File: src/rtl/min_queue_sched.sv
// Min-queue controller: insertion-sorts FIFO records into a simple-dual-port RAM
// (minimum at address count-1) and serves pops from a registered top-of-queue copy.
module min_queue_sched #(
  parameter int Q_DEPTH = 1024,
  parameter int PTR_WD  = 10,
  parameter int REC_WD  = 48,
  parameter int KEY_WD  = 16
) (
  input  logic              clk,
  input  logic              rst_b,
  input  logic              pop,
  output logic [REC_WD-1:0] pop_record,
  output logic              min_valid,
  output logic              empty,
  output logic              full,
  output logic [PTR_WD:0]   count,
  input  logic              fifo_empty,
  output logic              fifo_rd,
  input  logic [REC_WD-1:0] fifo_data,
  output logic              ram_we,
  output logic [PTR_WD-1:0] ram_waddr,
  output logic [REC_WD-1:0] ram_wdata,
  output logic              ram_re,
  output logic [PTR_WD-1:0] ram_raddr,
  input  logic [REC_WD-1:0] ram_rdata,
  output logic              busy
);
  typedef enum logic [2:0] {IDLE, FETCH, CMP, INS, LOAD, TOPCAP} state_t;

  localparam logic [PTR_WD:0]   FULL_CNT = (PTR_WD+1)'(Q_DEPTH);
  localparam logic [PTR_WD:0]   ONE_C    = (PTR_WD+1)'(1);
  localparam logic [PTR_WD-1:0] ONE_P    = PTR_WD'(1);

  state_t            state;
  logic [PTR_WD-1:0] ptr;
  logic [REC_WD-1:0] new_rec;
  logic [PTR_WD-1:0] top_addr;
  logic              cnt_zero, pop_acc, shift;

  // Low bits of count-1 wrap correctly even when count==Q_DEPTH.
  assign top_addr  = count[PTR_WD-1:0] - ONE_P;
  assign cnt_zero  = (count == '0);
  assign shift     = ram_rdata[REC_WD-1 -: KEY_WD] <= new_rec[REC_WD-1 -: KEY_WD];
  assign min_valid = (state == IDLE) && !cnt_zero;
  assign pop_acc   = pop && min_valid;
  assign fifo_rd   = (state == IDLE) && !pop_acc && !fifo_empty && !full;
  assign empty     = cnt_zero;
  assign full      = (count == FULL_CNT);
  assign busy      = (state != IDLE);

  always_comb begin
    ram_re    = 1'b0;
    ram_raddr = top_addr;
    ram_we    = 1'b0;
    ram_waddr = '0;
    ram_wdata = new_rec;
    case (state)
      FETCH: ram_re = !cnt_zero;
      CMP: begin
        ram_we    = 1'b1;
        ram_waddr = ptr + ONE_P;
        if (shift) begin
          ram_wdata = ram_rdata;
          ram_re    = (ptr != '0);
          ram_raddr = ptr - ONE_P;
        end
      end
      INS:     ram_we = 1'b1;
      LOAD:    ram_re = 1'b1;
      default: ;
    endcase
  end

  always_ff @(posedge clk) begin
    if (rst_b) begin
      state      <= IDLE;
      count      <= '0;
      pop_record <= '0;
      new_rec    <= '0;
      ptr        <= '0;
    end else begin
      case (state)
        IDLE:
          if (pop_acc) begin
            count <= count - ONE_C;
            state <= (count == ONE_C) ? IDLE : LOAD;
          end else if (fifo_rd) begin
            state <= FETCH;
          end
        FETCH: begin
          new_rec <= fifo_data;
          ptr     <= top_addr;
          state   <= cnt_zero ? INS : CMP;
        end
        CMP:
          if (shift) begin
            if (ptr == '0) state <= INS;
            else           ptr   <= ptr - ONE_P;
          end else begin
            count <= count + ONE_C;
            // Only a write just past the old minimum changes the top; otherwise it was shifted intact.
            if (({1'b0, ptr} + ONE_C) == count) pop_record <= new_rec;
            state <= IDLE;
          end
        INS: begin
          count <= count + ONE_C;
          if (cnt_zero) pop_record <= new_rec;
          state <= IDLE;
        end
        LOAD:   state <= TOPCAP;
        TOPCAP: begin
          pop_record <= ram_rdata;
          state      <= IDLE;
        end
        default: state <= IDLE;
      endcase
    end
  end
endmodule

File: config.mk
export PLATFORM = sky130hd
export DESIGN_NAME = min_queue_sched
export DESIGN_NICKNAME = d
export VERILOG_FILES = /design/src/rtl/min_queue_sched.sv
export SDC_FILE = /design/constraint.sdc
export NUM_CORES = 1
export LEC_CHECK = 0
export CAP_MARGIN = 25
export CORE_MARGIN = 8
export CORE_UTILIZATION = 50
export CTS_BUF_LIST = sky130_fd_sc_hd__clkbuf_8 sky130_fd_sc_hd__clkbuf_16
export CTS_CLUSTER_SIZE = 20
export DETAILED_ROUTE_END_ITERATION = 16
export PLACE_DENSITY = 0.94
export RECOVER_POWER = 25
export SETUP_SLACK_MARGIN = 0.4
export SLEW_MARGIN = 30
export SYNTH_ARGS = -nofsm -noshare
export SYNTH_HDL_FRONTEND = slang
export SYNTH_SLANG_ARGS = --single-unit
File: constraint.sdc
create_clock -name clk -period 7.9 [get_ports clk]
set_input_delay 1.58 -clock clk [delete_from_list [all_inputs] [get_ports clk]]
set_output_delay 1.58 -clock clk [all_outputs]
set_load 0.005 [all_outputs]
==> flow_summary.ini, run 1 <==
[clock_network]
cts.path.max_buffers = 2
clock_latency_ns = 0.42
clk_pin_slew_ns = 0.06
cts_setup_buffers = 0
cts_buffers = 17
cts_root_buf = clkbuf_16
ctsHoldBuffers = 0
clock_sinks = 120
cts_resized = 0
htreeDepth = 4
cts_tree = done

[routing]
drtIter0Drc = 675
drt_pass1_iterations = 5
num_vias = 7656
wl_um = 24700
ant_nets = 0
drc_errors = 0
wl_per_cell_um = 19.6
viasPerCell = 6.08

[synthesis]
synthCells = 888
ys_ff_latch = 120
synth-edff-count = 0
synth.distinct_cells = 56
avgSynthCellArea_um2 = 7.89
syn_nets = 1009
yosys-top-cells-area = dfxtp_1 (34%), nand2_1 (7.9%), a21oi_1 (5.9%)
syn_area_mm2 = 0.00701
yosysSeqAreaShare = 0.343
ys_warn_count = 0
synth_top_area_frac = 0.343
dominantRegCellSynth = dfxtp_1
async_flop_share = 0
synth.largest_area_cell = dfxtp_1

[timing]
relSlewSlack = -1.51
fin_ws_ns = 1.50
fmax_mhz = 156
holdWs_ns = 0.475
rsz0062_at_grt = false
finalSetupTns_ns = 0
final_hold_viol_count = 0
maxSlewViolCount = 118
tightestPinTransition_ns = 3.76
period_share = 0.810
skew_ns = 0.0140
post-route-min-period_ns = 6.40
finalSetupViolCount = 0

[global_route]
antenna_found_initial = 1
groute.usage.overall = 0.267
grt-ovfl-total = 0
first_global_vias = 7542
grt_max_degree = 79
grt_pass1_wl_um = 39000

[setup_path]
critPathMostFrequentCell = clkdlybuf4s50_1
cp_max_fo = 55
cp_top_family = buffers and inverters
crit_type = in -> out
cp_slowest_stage_delay_ns = 0.52
worstPathRequired_ns = 6.32
crit_buf_inv = 3
end_kind = output port
crit_slowest_cell = buf_4
cp.arrival_ns = 4.82
start_kind = input pin
crit_chain = clkdlybuf4s50_1, ha_1, nand4_1, nor4_1, nand3_1, o31ai_4, buf_4, mux2_2, clkdlybuf4s50_1

[layout]
stdcell_count = 1260
nets = 1188
antennaDiodeCount = 0
drive_above_1_share = 0.102
syn2layout_area_growth_pct = 43.0
finish.utilization = 0.727

[pwr]
power_density_mw_per_mm2 = 412
p_leak_nw = 3.59
vdd_drop_max_mv = 0.205

[run_status]
outcome = finished, violations left
violations = max-capacitance violations, max-slew violations

[placed_design]
gp_congestion = 0.945
dp_slack_ns = 1.64
dp_hpwl_um = 17200
io_buffers = 233
dp.cells = 1228

[floorplan]
die_w_um = 134
start_util = 0.509
design.die.area_mm2 = 0.0181
ioPinCount = 234
die_h_um = 134
rows = 43
core_mm2 = 0.0138

[flow_run]
max-cap-violations = 2

[worst_hold_path]
hold_class = reg -> reg
final cells by class:
cell class                      count  area [um^2]
Clock inverter                     14          268
Fill cell                        1013         3760
Timing Repair Buffer              243         2400
Inverter                           28          105
Multi-Input combinational cell    657         4180
Tap cell                          180          225
Clock buffer                       18          439
Sequential cell                   120         2400
layout by cell type (no fill, tap or decap), types with 3 or more instances in the layout:
cell,instances
a21oi_1,81
a221oi_1,29
a221oi_2,20
a31oi_1,4
a32o_1,4
and2_1,6
and4_1,4
buf_4,9
bufinv_16,7
clkbuf_16,17
clkdlybuf4s50_1,203
clkinvlp_4,3
dfxtp_1,120
dlygate4sd3_1,29
ha_1,21
inv_1,26
mux2_2,33
mux2i_1,7
nand2_1,147
nand2b_1,5
nand3_1,9
nand4_1,7
nor2_1,80
nor3_1,13
nor4_1,4
o21ai_0,46
o22ai_1,50
o2bb2ai_1,3
or3_1,11
xnor2_1,24
xor2_1,13
power by group:
group	internal, mW	total (mW)	switching [mW]
combinational	1.05	2.17	1.12
sequential	0.806	1.03	0.222
clock	0.635	0.930	0.295
total	2.49	4.13	1.64
metal layers:
metal	up-vias	share of wire	GRT usage	wire [um]
met5	-	0.00053	0	13
met4	2	0.054	0.160	1330
met3	92	0.093	0.0778	2300
met2	400	0.48	0.441	11800
met1	3634	0.37	0.299	9260
li1	3528	-	-	-
stage by stage:
step / total power, mW / area [um^2]
finish: 4.13 / 10000
global route: 4.39 / 10000
CTS: 4.14 / 10000
detailed placement: 3.19 / 9320
global placement: 3.12 / 9310
floorplan: 2.23 / 7010
worst min-delay path: stages (launching register included):
cell and delay, ns:
dfxtp_1 0.32, nand2_1 0.06, a21oi_1 0.05
synthesized netlist by cell type, drive strengths merged (2+ instances only):
master	n
a21o	2
a21oi	82
a221oi	49
a31oi	4
a32o	4
and2	6
and4	5
buf	22
clkbuf	61
dfxtp	120
ha	21
inv	28
mux2	33
mux2i	7
nand2	148
nand2b	5
nand3	10
nand3b	2
nand4	8
nor2	80
nor3	14
nor3b	2
nor4	5
nor4b	2
o21ai	47
o22ai	50
o2bb2ai	3
o31ai	2
or3	14
or4	2
xnor2	24
xor2	13
sequential cells by signal (all words and copies together), names as in the netlist:
name	count
ptr	10
new_rec	48
count	11
pop_record	48
state	3
worst paths after layout:
path                                     from             end  slack [ns]  cells past startpoint
worst max-delay path            ram_rdata[47]   ram_wdata[13]        1.50                      9
worst min-delay path              new_rec[39]     new_rec[39]        0.48                      2
worst max register to register    new_rec[47]  pop_record[28]        3.99                     10
worst min register to register    new_rec[39]     new_rec[39]        0.48                      2
kinds of logic (layout without fill, tap and decap cells):
family / Yosys count / in the layout / synth area share
compound gates: 253 / 253 / 0.246
simple gates: 306 / 306 / 0.196
mux: 40 / 40 / 0.0630
flops: 120 / 120 / 0.343
buf+inv: 111 / 303 / 0.0675
xor+xnor: 37 / 37 / 0.0463
fa+ha+maj: 21 / 21 / 0.0375
No activity file was read; power rests on OpenSTA's default activity.
==> inputs of run 2 (changes only) <==
--- a/config.mk
+++ b/config.mk
@@ -7,11 +7,11 @@
 export LEC_CHECK = 0
 export CAP_MARGIN = 25
 export CORE_MARGIN = 8
-export CORE_UTILIZATION = 50
+export CORE_UTILIZATION = 47
 export CTS_BUF_LIST = sky130_fd_sc_hd__clkbuf_8 sky130_fd_sc_hd__clkbuf_16
 export CTS_CLUSTER_SIZE = 20
 export DETAILED_ROUTE_END_ITERATION = 16
-export PLACE_DENSITY = 0.94
+export PLACE_DENSITY = 0.9
 export RECOVER_POWER = 25
 export SETUP_SLACK_MARGIN = 0.4
 export SLEW_MARGIN = 30
==> constraint.sdc (replaced) <==
create_clock -name clk -period 6 [get_ports clk]
set_input_delay 1.2 -clock clk [delete_from_list [all_inputs] [get_ports clk]]
set_output_delay 1.2 -clock clk [all_outputs]
set_load 0.005 [all_outputs]
==> run 2 against run 1 <==
The flow still finishes with violations (max-capacitance violations, max-slew violations). Global-route usage decreased by 1.9 points. Final cell count increased by 0.32%. Flip-flop and latch count unchanged. Critical path depth unchanged. Highest routed layer is now met4.
==> flow_summary.ini, run 2 (synthesis gave the netlist of run 1 again) <==
[run_status]
outcome = finished, violations left
violations = max-capacitance violations, max-slew violations

[timing]
final_hold_viol_count = 0
relSlewSlack = -0.742
finalSetupTns_ns = 0
post-route-min-period_ns = 5.33
period_share = 0.889
maxSlewViolCount = 53
skew_ns = 0.0118
finalSetupViolCount = 0
rsz0062_at_grt = false
fmax_mhz = 188
tightestPinTransition_ns = 2.61

[setup_path]
crit_type = in -> out
cp_max_fo = 30
r2r_slack_ns = 2.19
reg2reg_depth = 6
start_kind = input pin
cp.arrival_ns = 4.13
rr_endpoint = ptr[3]
r2r-start = state[0]
worstPathRequired_ns = 4.80
end_kind = output port

[global_route]
grt-ovfl-total = 0
antenna_found_initial = 0
grt_pass1_wl_um = 39400
groute.usage.overall = 0.248
first_global_vias = 7399
grt_max_degree = 59

[layout]
nets = 1188
layout_common_cells = clkdlybuf4s50_1 (218), nand2_1 (147), dfxtp_1 (120), a21oi_1 (81), nor2_1 (80)
antennaDiodeCount = 0
layout_commonest_cell = clkdlybuf4s50_1
design_area_mm2 = 0.00996
fillers = 1165
syn2layout_area_growth_pct = 42.2
drive_above_1_share = 0.0972
reg_top3 = new_rec (48), pop_record (48), count (11)

[clock_network]
clock_latency_ns = 0.42
htreeDepth = 4
clk_pin_slew_ns = 0.05
clock_sinks = 120
cts_root_buf = clkbuf_16
cts_tree = done
cts_buffers = 17
ctsHoldBuffers = 0
cts.path.max_buffers = 2
cts_setup_buffers = 0
cts_resized = 0

[worst_hold_path]
whs_endpoint = new_rec[17]
hold_class = reg -> reg
whs_path_depth = 2
min_from = new_rec[17]

[placed_design]
dp_hpwl_um = 17300
place_area_mm2 = 0.00934
io_buffers = 233
gp_congestion = 0.908

[pwr]
p_leak_nw = 3.58
vdd_drop_max_mv = 0.281
power_density_mw_per_mm2 = 532
total_power_mw = 5.30

[routing]
wl_um = 24700
drt_pass1_iterations = 5
viasPerCell = 6.02
drc_errors = 0
num_vias = 7603
drtIter0Drc = 532
wl_per_cell_um = 19.5
ant_nets = 0

[floorplan]
design.die.area_mm2 = 0.0191
ioPinCount = 234
rows = 44
die_w_um = 138
die_h_um = 138
start_util = 0.482
core_mm2 = 0.0145

[flow_run]
max-cap-violations = 1
-- run 2: how the worst max path moves through the flow --
stage / from / endpoint / slack, ns / depth (start not counted)
after detailed placement: ram_rdata[45] / ram_wdata[25] / 0.70 / 9
after CTS: ram_rdata[47] / ram_wdata[25] / 0.68 / 9
after global placement: ram_rdata[45] / ram_wdata[12] / 0.80 / 9
final: ram_rdata[47] / ram_wdata[25] / 0.67 / 9
after floorplan: ram_rdata[37] / ram_raddr[5] / 1.66 / 10
after global routing: ram_rdata[47] / ram_wdata[25] / 0.48 / 9
-- run 2: cell type report --
| class | instances | area (um^2) | area share |
|---|---|---|---|
| Clock inverter | 10 | 126 | 0.0127 |
| Tap cell | 184 | 230 | 0.0231 |
| Sequential cell | 120 | 2400 | 0.241 |
| Clock buffer | 22 | 494 | 0.0496 |
| Inverter | 28 | 105 | 0.0106 |
| Timing Repair Buffer | 243 | 2430 | 0.244 |
| Multi-Input combinational cell | 657 | 4180 | 0.419 |
-- run 2: critical path: stages --
cell,delay [ns]
clkdlybuf4s50_1,0.45
ha_1,0.36
nand4_1,0.16
nor4_1,0.39
nand3_1,0.21
o31ai_4,0.11
buf_4,0.37
mux2_2,0.40
clkdlybuf4s50_1,0.46
-- run 2: layer usage --
layer / wire length [um] / vias up / track usage / share of wire
li1: - / 3543 / - / -
met1: 9450 / 3635 / 0.277 / 0.38
met2: 11800 / 350 / 0.407 / 0.48
met3: 2370 / 75 / 0.0897 / 0.096
met4: 1060 / 0 / 0.124 / 0.043
met5: 0 / - / 0 / 0
-- run 2: through the flow --
step / utilization / setup WS, ns / instances / hold WS (ns)
after floorplan: - / 1.66 / 888 / 0.447
after global placement: 0.643 / 0.801 / 1232 / 0.455
after detailed placement: 0.643 / 0.703 / 1232 / 0.460
after CTS: 0.686 / 0.678 / 1264 / 0.468
after global routing: 0.685 / 0.483 / 1264 / 0.494
final: 0.685 / 0.668 / 1264 / 0.466
-- run 2: power breakdown --
part	internal [mW]	leakage, nW	total, mW	switching [mW]
Clock	0.702	0.317	1.07	0.364
Combinational	1.39	2.29	2.87	1.48
Sequential	1.06	0.978	1.36	0.298
==> inputs of run 3 (changes only) <==
--- a/config.mk
+++ b/config.mk
@@ -5,11 +5,12 @@
 export SDC_FILE = /design/constraint.sdc
 export NUM_CORES = 1
 export LEC_CHECK = 0
+export ABC_AREA = 0
 export CAP_MARGIN = 25
-export CORE_MARGIN = 8
+export CORE_MARGIN = 2
 export CORE_UTILIZATION = 47
 export CTS_BUF_LIST = sky130_fd_sc_hd__clkbuf_8 sky130_fd_sc_hd__clkbuf_16
-export CTS_CLUSTER_SIZE = 20
+export CTS_CLUSTER_SIZE = 25
 export DETAILED_ROUTE_END_ITERATION = 16
 export PLACE_DENSITY = 0.9
 export RECOVER_POWER = 25
==> run 3 against run 2 <==
The flow still finishes with violations (max-capacitance violations, max-slew violations). Count of clock-buffer cells in the layout decreased by 2. Critical path depth unchanged. Utilization grew 0.33 points. Cell area is 0.48% higher.
==> flow_summary.ini, run 3 (synthesis gave the netlist of run 1 again) <==
[setup_path]
crit_type = in -> out
rr_endpoint = pop_record[34]
cp.arrival_ns = 4.17
cp_max_fo = 9
r2r_slack_ns = 2.53
r2r-start = new_rec[47]
cp_slowest_stage_delay_ns = 0.55
end_kind = output port
crit_slowest_cell = clkdlybuf4s50_1
reg2reg_depth = 10
cp_top_family = buffers and inverters
critPathMostFrequentCell = clkdlybuf4s50_1
crit_chain = clkdlybuf4s50_1, ha_1, nand4_1, nor4_1, a21boi_2, o31a_1, nor2_1, a21oi_1, clkdlybuf4s50_1
start_kind = input pin
worstPathRequired_ns = 4.80
crit_buf_inv = 2

[timing]
final_hold_viol_count = 0
relSlewSlack = -0.294
maxSlewViolCount = 50
tightestPinTransition_ns = 1.94
finalSetupTns_ns = 0
holdWs_ns = 0.468
finalSetupViolCount = 0
fmax_mhz = 186
period_share = 0.895
skew_ns = 0.00920
rsz0062_at_grt = false
post-route-min-period_ns = 5.37

[clock_network]
cts_tree = done
htreeDepth = 4
clock_sinks = 120
ctsHoldBuffers = 0
clk_pin_slew_ns = 0.05
cts_root_buf = clkbuf_16
cts.path.max_buffers = 2
clock_latency_ns = 0.41
cts_buffers = 17

[global_route]
grt-ovfl-total = 0
grt_max_degree = 69
first_global_vias = 7306
groute.usage.overall = 0.283
antenna_found_initial = 0
grt_pass1_wl_um = 36900

[layout]
drive_above_1_share = 0.102
design_area_mm2 = 0.0100
reg_top3 = new_rec (48), pop_record (48), count (11)
antennaDiodeCount = 0
syn2layout_area_growth_pct = 42.8
nets = 1188
layout_commonest_cell = clkdlybuf4s50_1
layout_common_cells = clkdlybuf4s50_1 (217), nand2_1 (147), dfxtp_1 (120), a21oi_1 (81), nor2_1 (80)

[worst_hold_path]
min_from = new_rec[38]
whs_path_depth = 2
whs_endpoint = new_rec[38]
hold_class = reg -> reg

[routing]
wl_um = 23100
num_vias = 7583
ant_nets = 0
drtIter0Drc = 823
drc_errors = 0
viasPerCell = 6.00
drt_pass1_iterations = 5
wl_per_cell_um = 18.3

[floorplan]
ioPinCount = 234
die_w_um = 126
rows = 44
die_h_um = 126
start_util = 0.482
design.die.area_mm2 = 0.0159
core_mm2 = 0.0145

[pwr]
vdd_drop_max_mv = 0.260
p_leak_nw = 3.59
power_density_mw_per_mm2 = 536

[flow_run]
max-cap-violations = 1

[run_status]
violations = max-capacitance violations, max-slew violations
outcome = finished, violations left

[placed_design]
gp_congestion = 0.940
place_area_mm2 = 0.00934
dp_hpwl_um = 15500
io_buffers = 233
==> run 3: where the power goes <==
group          switching [mW]  total, mW  internal, mW  leakage, nW
sequential              0.301       1.36          1.06        0.978
clock                   0.369       1.14         0.769        0.322
combinational            1.48       2.86          1.38         2.29
==> run 3: area by class of cell <==
| cell class | count | area [um^2] |
|---|---|---|
| inverter | 28 | 105 |
| fill | 1124 | 4530 |
| clock inverter | 11 | 194 |
| tap | 184 | 230 |
| clock buffer | 20 | 467 |
| timing repair buffer | 243 | 2430 |
| sequential | 120 | 2400 |
| multi-input combinational | 657 | 4180 |
==> run 3: layer usage <==
layer / share of wire / wire [um] / track usage
met1: 0.39 / 8970 / 0.337
met2: 0.49 / 11200 / 0.470
met3: 0.089 / 2060 / 0.0760
met4: 0.036 / 821 / 0.140
met5: 0 / 0 / 0
==> run 3: worst min-delay path, cell delays in order, from the launching register on <==
cell	delay [ns]
dfxtp_1	0.31
nand2_1	0.05
a21oi_1	0.05
==> run 3: stage by stage <==
step | util | setup slack (ns) | std cells | power, mW
finish | 0.689 | 0.632 | 1263 | 5.36
CTS | 0.688 | 0.642 | 1263 | 5.34
floorplan | - | 1.66 | 888 | 2.94
global placement | 0.643 | 0.746 | 1232 | 4.11
detailed placement | 0.643 | 0.690 | 1232 | 4.18
global route | 0.689 | 0.465 | 1263 | 5.71
==> run 3: how the worst max path moves through the flow <==
stage / slack (ns) / end / depth (start not counted) / start
final: 0.63 / ram_raddr[9] / 9 / ram_rdata[47]
after global routing: 0.46 / ram_wdata[32] / 9 / ram_rdata[47]
after CTS: 0.64 / ram_raddr[0] / 10 / ram_rdata[47]
after detailed placement: 0.69 / ram_raddr[0] / 10 / ram_rdata[47]
after global placement: 0.75 / ram_raddr[0] / 10 / ram_rdata[47]
after floorplan: 1.66 / ram_raddr[5] / 10 / ram_rdata[37]
==> run 3: timing repair <==
| item | in CTS | in global routing |
|---|---|---|
| endpoints found under the setup margin | 0 | 3 |
| resized for setup | 0 | 1 |
| buffers inserted | 0 | 0 |
